`src/rtl/uart_rx_fifo.sv`:
```
// UART 8N1 receiver with 16x oversampling feeding a show-ahead receive FIFO.
// Good bytes are pushed; bad stop bits and full-FIFO drops raise one-cycle error pulses.
`timescale 1ns/1ps
module uart_rx_fifo #(
  parameter int unsigned DEPTH      = 16,
  parameter int unsigned OVERSAMPLE = 16
) (
  input  logic                     clk,
  input  logic                     reset_n,
  input  logic                     baud_tick_16x,
  input  logic                     rx,
  input  logic                     rx_read,
  output logic [7:0]               rx_data_out,
  output logic                     rx_empty,
  output logic                     rx_full,
  output logic [$clog2(DEPTH):0]   rx_count,
  output logic                     rx_busy,
  output logic                     frame_err,
  output logic                     overrun_err
);

  localparam int unsigned AW   = $clog2(DEPTH);
  localparam int unsigned CNTW = AW + 1;
  localparam int unsigned CW   = $clog2(OVERSAMPLE);

  typedef enum logic [2:0] {
    S_IDLE  = 3'd0,
    S_START = 3'd1,
    S_DATA  = 3'd2,
    S_STOP  = 3'd3,
    S_BREAK = 3'd4
  } state_t;

  state_t          state_q, state_d;
  logic            rx_meta, rx_s;
  logic [CW-1:0]   cnt_q;
  logic [2:0]      bit_q;
  logic [7:0]      shift_q;
  logic            push_req, frame_req;

  logic            half_c, full_c;
  logic            cnt_clr_c, cnt_inc_c, shift_en_c, bit_clr_c, bit_inc_c;
  logic            push_set_c, frame_set_c;

  logic [7:0]      mem [DEPTH];
  logic [AW-1:0]   wr_ptr, rd_ptr, rd_next_c;
  logic            do_pop_c, do_push_c;
  logic [CNTW-1:0] cnt_next_c, remain_c;
  logic [7:0]      head_next_c;

  // Two-flop synchronizer; idles high so reset never looks like a start bit.
  always_ff @(posedge clk or negedge reset_n) begin
    if (!reset_n) begin
      rx_meta <= 1'b1;
      rx_s    <= 1'b1;
    end else begin
      rx_meta <= rx;
      rx_s    <= rx_meta;
    end
  end

  assign half_c = (cnt_q == CW'(OVERSAMPLE / 2 - 1));
  assign full_c = (cnt_q == CW'(OVERSAMPLE - 1));

  always_ff @(posedge clk or negedge reset_n) begin
    if (!reset_n) state_q <= S_IDLE;
    else          state_q <= state_d;
  end

  always_comb begin
    state_d = state_q;
    if (baud_tick_16x) begin
      case (state_q)
        S_IDLE:  if (!rx_s) state_d = S_START;
        S_START: if (half_c) state_d = rx_s ? S_IDLE : S_DATA;
        S_DATA:  if (full_c && (bit_q == 3'd7)) state_d = S_STOP;
        S_STOP:  if (full_c) state_d = rx_s ? S_IDLE : S_BREAK;
        S_BREAK: if (rx_s) state_d = S_IDLE;
        default: state_d = S_IDLE;
      endcase
    end
  end

  // Datapath strobes; all sampling happens on the tick that completes a count.
  always_comb begin
    cnt_clr_c   = 1'b0;
    cnt_inc_c   = 1'b0;
    shift_en_c  = 1'b0;
    bit_clr_c   = 1'b0;
    bit_inc_c   = 1'b0;
    push_set_c  = 1'b0;
    frame_set_c = 1'b0;
    if (baud_tick_16x) begin
      case (state_q)
        S_START: begin
          if (half_c) begin
            cnt_clr_c = 1'b1;
            bit_clr_c = 1'b1;
          end else cnt_inc_c = 1'b1;
        end
        S_DATA: begin
          if (full_c) begin
            cnt_clr_c  = 1'b1;
            shift_en_c = 1'b1;
            bit_inc_c  = 1'b1;
          end else cnt_inc_c = 1'b1;
        end
        S_STOP: begin
          if (full_c) begin
            cnt_clr_c   = 1'b1;
            push_set_c  = rx_s;
            frame_set_c = !rx_s;
          end else cnt_inc_c = 1'b1;
        end
        default: cnt_clr_c = 1'b1;
      endcase
    end
  end

  always_ff @(posedge clk or negedge reset_n) begin
    if (!reset_n) begin
      cnt_q     <= '0;
      bit_q     <= '0;
      shift_q   <= '0;
      push_req  <= 1'b0;
      frame_req <= 1'b0;
    end else begin
      if (cnt_clr_c)      cnt_q <= '0;
      else if (cnt_inc_c) cnt_q <= cnt_q + CW'(1);
      if (bit_clr_c)      bit_q <= '0;
      else if (bit_inc_c) bit_q <= bit_q + 3'd1;
      if (shift_en_c)     shift_q <= {rx_s, shift_q[7:1]};
      push_req  <= push_set_c;
      frame_req <= frame_set_c;
    end
  end

  // FIFO: a pop in the push cycle frees the slot even when full.
  always_comb begin
    do_pop_c    = rx_read && !rx_empty;
    do_push_c   = push_req && (!rx_full || do_pop_c);
    cnt_next_c  = rx_count + CNTW'(do_push_c) - CNTW'(do_pop_c);
    remain_c    = rx_count - CNTW'(do_pop_c);
    rd_next_c   = rd_ptr + AW'(do_pop_c);
    head_next_c = rx_data_out;
    if (remain_c != '0) head_next_c = mem[rd_next_c];
    else if (do_push_c) head_next_c = shift_q;
  end

  always_ff @(posedge clk) begin
    if (do_push_c) mem[wr_ptr] <= shift_q;
  end

  always_ff @(posedge clk or negedge reset_n) begin
    if (!reset_n) begin
      wr_ptr      <= '0;
      rd_ptr      <= '0;
      rx_count    <= '0;
      rx_empty    <= 1'b1;
      rx_full     <= 1'b0;
      rx_data_out <= '0;
      rx_busy     <= 1'b0;
      frame_err   <= 1'b0;
      overrun_err <= 1'b0;
    end else begin
      if (do_push_c) wr_ptr <= wr_ptr + AW'(1);
      rd_ptr      <= rd_next_c;
      rx_count    <= cnt_next_c;
      rx_empty    <= (cnt_next_c == '0);
      rx_full     <= (cnt_next_c == CNTW'(DEPTH));
      rx_data_out <= head_next_c;
      rx_busy     <= (state_d != S_IDLE);
      frame_err   <= frame_req;
      overrun_err <= push_req && !do_push_c;
    end
  end

endmodule

```
`config.mk`:
```
export PLATFORM = sky130hd
export DESIGN_NAME = uart_rx_fifo
export DESIGN_NICKNAME = d
export VERILOG_FILES = /design/src/rtl/uart_rx_fifo.sv
export SDC_FILE = /design/constraint.sdc
export NUM_CORES = 1
export LEC_CHECK = 0
export ABC_AREA = 1
export BUFFER_PORTS_ARGS = -buffer_cell sky130_fd_sc_hd__buf_4
export CAP_MARGIN = 30
export CORE_MARGIN = 8
export CORE_UTILIZATION = 65
export CTS_CLUSTER_SIZE = 16
export DETAILED_ROUTE_END_ITERATION = 12
export GPL_ROUTABILITY_DRIVEN = 1
export GPL_TIMING_DRIVEN = 0
export PLACE_DENSITY = 0.8
export SLEW_MARGIN = 5
export SYNTH_ARGS = -nofsm -noshare
export SYNTH_HDL_FRONTEND = slang
export SYNTH_SLANG_ARGS = --single-unit
```
`constraint.sdc`:
```
create_clock -name clk -period 4.5 [get_ports clk]
set_clock_uncertainty 0.05 [all_clocks]
set_input_delay 0.45 -clock clk [delete_from_list [all_inputs] [get_ports clk]]
set_output_delay 0.45 -clock clk [all_outputs]
set_load 0.02 [all_outputs]
```
# After elaboration in Yosys (flattened, before gate mapping)
# Memories as Yosys holds them, arrays and structs flattened.
# Index checks and enable logic that the tools add are counted.
[classes]
n_reduce_logical = 17
n_addsub = 7
n_eq_ne = 8
muxes = 35
[op_table]
columns = ["cell", "count"]
rows = [
  ["$mux W3", 9],
  ["$mux W1", 18],
  ["$mux W8", 2],
  ["$pmux W3 S5", 1],
  ["$sub A5 B1 Y5", 2],
  ["$add A4 B1 Y4 const B", 2],
  ["$mux W4", 2],
  ["$eq A3 B2 Y1 const B", 2],
  ["$eq A3 B3 Y1 const B", 2],
  ["$reduce_bool A2 Y1", 3],
  ["$add A5 B1 Y5", 1],
  ["$eq A5 B5 Y1 const B", 1],
  ["$logic_not A5 Y1", 1],
  ["$reduce_bool A5 Y1", 1],
  ["$add A4 B1 Y4", 1],
  ["$eq A4 B3 Y1 const B", 1],
  ["$eq A4 B4 Y1 const B", 1],
  ["$logic_and A1 B1 Y1", 4],
  ["$logic_not A1 Y1", 4],
  ["$pmux W1 S2", 2],
  ["$add A3 B1 Y3 const B", 1],
  ["$eq A3 B1 Y1 const B", 1],
  ["$logic_not A3 Y1", 1],
  ["$reduce_bool A3 Y1", 1],
  ["3 further kinds", 3],
]
[totals]
ff_bits = 48
output_inout_bits = 18
word_cells = 85
input_bits = 5
ram_bits = 128
n_memories = 1
[memory_table]
columns = ["memory", "depth", "word_bits", "read_ports", "rd_clocked_by_memory_dff", "wr", "line", "source"]
rows = [
  ["mem", 16, 8, 1, 0, 1, "45", "logic [7:0] mem [DEPTH];"],
]

# Depth between registers and ports, before layout
[depth]
word_depth = 7
ltp_mapped = 13
ltp_nobuf = 13

# Worst setup path before layout
# OpenSTA, ideal clock, no wires.
[synth_timing]
kind = "register to register"
start = "register rx_empty"
end = "register rx_full"
path_stages_with_launch = 13
t_arrival_ns = 2.461
period_less_slack_ns = 2.583
setup_ns = 0.073
required_time_ns = 4.377
path_buffers = 1
slack_ns = 1.917
path_cell_list = "dfstp_2 > o21ai_1 > nand2_1 > clkbuf_1 > ha_1 > inv_1 > ha_1 > fa_1 > a21oi_1 > nor2_1 > nor2_1 > xor2_1 > nor2b_1"
[synth_via]
elab_chain_cells = 7
[synth_rtl]
columns = ["element", "line", "source"]
rows = [
  ["from (decl)", "14", "output logic rx_empty,"],
  ["from (signal assigned)", "169", "rx_empty <= (cnt_next_c == '0);"],
  ["$logic_not A1 Y1 *", "140", "do_pop_c = rx_read && !rx_empty;"],
  ["$logic_and A1 B1 Y1 *", "140", ""],
  ["$logic_or A1 B1 Y1", "141", "do_push_c = push_req && (!rx_full || do_pop_c);"],
  ["$logic_and A1 B1 Y1", "141", ""],
  ["$add A5 B1 Y5", "142", "cnt_next_c = rx_count + CNTW'(do_push_c) - CNTW'(do_pop_c);"],
  ["$sub A5 B1 Y5 *", "142", ""],
  ["named net cnt_next_c[4]", "48", "logic [CNTW-1:0] cnt_next_c, remain_c;"],
  ["$eq A5 B5 Y1 *", "170", "rx_full <= (cnt_next_c == CNTW'(DEPTH));"],
  ["to (signal assigned)", "170", ""],
  ["to (decl)", "15", "output logic rx_full,"],
]
# Mark *: on every way through the listed nets, which the timed path passes. The rest lies on a longest branch.
# A chain may end at the register's enable or synchronous reset.

# Worst setup path after layout
# Ends and elaborated chain as after synthesis.

==> flow_metrics.env <==
export IMPL_cp_end_kind="flip-flop"
export IMPL_p_per_area_mw_per_mm2=722
export IMPL_crit_chain="o21ai_1, nand2_1, clkbuf_1, ha_1, inv_1, ha_1, fa_1, a21oi_1, nor2_1, nor2_1, xor2_1, nor2b_1"
export IMPL_final_setup_viol_count=0
export IMPL_cts_buffers=17
export IMPL_synth_commonest_cells="nand2_1, edfxtp_1, nand3_1"
export IMPL_drt_iter0_markers=564
export IMPL_netlist_area_sq_mm=0.00776
export IMPL_cts_root_buf="clkbuf_16"
export IMPL_numPortBuffers=22
export IMPL_cts_tree="done"
export IMPL_relSlewSlack=0.341
export IMPL_cts_num_sinks=176
export IMPL_synth_top_cell_by_area="edfxtp_1"
export IMPL_antenna_left=0
export IMPL_path_class="reg -> reg"
export IMPL_tightest_slew_ns=0.985
export IMPL_hold_viol=0
export IMPL_grt_pass1_vias=5478
export IMPL_synthCells=750
export IMPL_synth_warnings=0
export IMPL_hold_slack_ns=0.0766
export IMPL_die_h_um=125
export IMPL_synth_cell_types=32
export IMPL_area_delta_synth_final_pct=12.7
export IMPL_synth_edf_count=128
export IMPL_die_w_um=125
export IMPL_min_delay_start="rx"
export IMPL_antenna_diode_count=0
export IMPL_min_period_over_period=0.682
export IMPL_critical_path_buf_inv_count=2
export IMPL_fin_crit_ns=3.07
export IMPL_grt_setup_unrepaired="no"
export IMPL_h_tree_depth=4
export IMPL_setup_tns_ns=0
export IMPL_maxSlewViolCount=0
export IMPL_syn_area_per_cell_sq_um=10.3
export IMPL_nNetsFinal=819
export IMPL_irDropWorstVdd_mv=0.556
export IMPL_row_count=40
export IMPL_avgRoutedWirePerCell_um=18.8
export IMPL_core_sq_mm=0.0118
export IMPL_synth_flop_cell="edfxtp_1"
export IMPL_hp_class="in -> reg"
export IMPL_ios=23
export IMPL_yosysSeqAreaShare=0.651
export IMPL_clk_latency_ns=0.43
export IMPL_setup_worst_path_start="rx_empty$_DFF_PN1_"
export IMPL_initial_core_util=0.657
export IMPL_gp_congestion=0.913
export IMPL_final_core_util=0.740
export IMPL_yosysMostFrequentCell="nand2_1"
export IMPL_grt_max_degree=49
export IMPL_startpoint_type="flip-flop"
export IMPL_drive_above_1_share=0.114
export IMPL_cts_buffer_depth=2
export IMPL_synth_top_area_share=0.495
export IMPL_clk_pin_slew_worst_paths_ns=0.07
export IMPL_drc=0
export IMPL_path_max_fanout=10
export IMPL_track_usage=0.234
export IMPL_worstReg2RegStart="rx_empty$_DFF_PN1_"
export IMPL_async_flop_share=0.273
export IMPL_arrival_ns=3.37
export IMPL_top_usage_layer="met2"
export IMPL_cp_top_family="adder cells"
export IMPL_vias=5521
export IMPL_post_dp_hpwl_um=11800
export IMPL_met1_usage=0.275
export IMPL_cpMaxStageDelayCell="dfstp_2"
export IMPL_ctsResizeCount=0
export IMPL_grt_pass1_wl_um=28100
export IMPL_worst_path_largest_cell_delay_ns=0.54
export IMPL_drt_wl_total_um=17900
export IMPL_fmax_ghz=0.326
export IMPL_status="finished, final reports clean"
export IMPL_syn_nets=775
export IMPL_ys_ff_latch=176
export IMPL_yosys_top_cells_area="edfxtp_1, dfrtp_1, nand2_1, nand3_1, nor2_1"
export IMPL_antenna_found_initial=0
export IMPL_via_per_inst=5.79
export IMPL_gr_usage_met2=0.396
export IMPL_drtPass1Iterations=7
export IMPL_p_leak_nw=3.77
export IMPL_use_met3=0.0489
export IMPL_drv_cap=0
export IMPL_overflow=0
export IMPL_die_area_sq_mm=0.0157
export IMPL_required_ns=4.80
-- stage by stage --
stage | instances | setup WS [ns] | area, sq um | total power (W)
finish | 954 | 1.43 | 8750 | 0.00631
global route | 954 | 1.26 | 8750 | 0.00665
floorplan | 750 | 1.92 | 7760 | 0.00389
CTS | 952 | 1.50 | 8730 | 0.00628
global placement | 919 | 1.51 | 8110 | 0.00466
detailed placement | 919 | 1.38 | 8110 | 0.00474
-- what timing repair did --
item | in CTS | in global routing
hold buffers | 1 | 0
endpoints found under the hold margin | 1 | 0
setup buffers | 0 | 0
setup endpoints to repair | 0 | 0
-- sequential cells by signal, summed over array words and instances (netlist names), 4 cells and up --
name and cells:
rx_data_out 8, cnt_q 4, rd_ptr 4, shift_q 8, mem 128, wr_ptr 4
rx_count 5
-- metal layers --
layer	share of wire	vias up
met5	0	-
met4	0.033	0
met3	0.070	60
met2	0.50	241
met1	0.39	2663
li1	-	2557
-- where the power goes --
group | internal [W] | switching, W
Clock | 0.000884 | 0.000622
Combinational | 0.000912 | 0.00187
Sequential | 0.00189 | 0.000136
-- worst paths after layout --
| path | cells after the start | end | slack [ns] |
|---|---|---|---|
| worst min register to register | 0 | rx_s$_DFF_PN1_ | 0.31 |
| worst min-delay path | 1 | rx_meta$_DFF_PN1_ | 0.08 |
| max in group asynchronous | 2 | state_q[2]$_DFF_PN0_ | 3.43 |
| worst max-delay path | 12 | rx_full$_DFF_PN0_ | 1.43 |
| min in group asynchronous | 2 | rx_count[1]$_DFF_PN0_ | 0.52 |
| worst max register to register | 12 | rx_full$_DFF_PN0_ | 1.43 |
-- cells by family (layout without fill, tap and decap cells) --
| family | count (synthesis) | after routing | share of synthesized area |
|---|---|---|---|
| buf+inv | 109 | 166 | 0.0582 |
| flops | 176 | 176 | 0.651 |
| compound gates | 46 | 46 | 0.0308 |
| simple gates | 387 | 387 | 0.209 |
| fa+ha+maj | 20 | 20 | 0.0332 |
| xor+xnor | 12 | 12 | 0.0179 |
-- cell type report --
cell class	count	area, sq um
Fill cell	792	3070
Sequential cell	176	5050
Timing Repair Buffer	25	190
Multi-Input combinational cell	465	2260
Clock inverter	14	183
Buffer	25	136
Clock buffer	18	429
Tap cell	147	184
Inverter	84	315
-- cells in the final DEF, fill, tap and decap left out, types with 3 or more instances in the layout --
master	synthesis	routed
clkbuf_1	12	13
buf_2	10	10
o21ai_1	14	14
nand3_2	5	5
nand3_1	87	87
nand2_1	210	210
dfrtp_1	45	45
inv_2	11	11
o21ai_0	21	21
edfxtp_1	128	128
xor2_1	8	8
inv_6	0	3
clkinv_4	0	4
dfstp_2	3	3
nand4_1	4	4
nor2_1	75	75
buf_4	0	24
clkbuf_16	0	17
ha_1	19	19
a21oi_1	7	7
bufinv_16	0	3
inv_1	73	73
(Power assumes the default switching activity.)
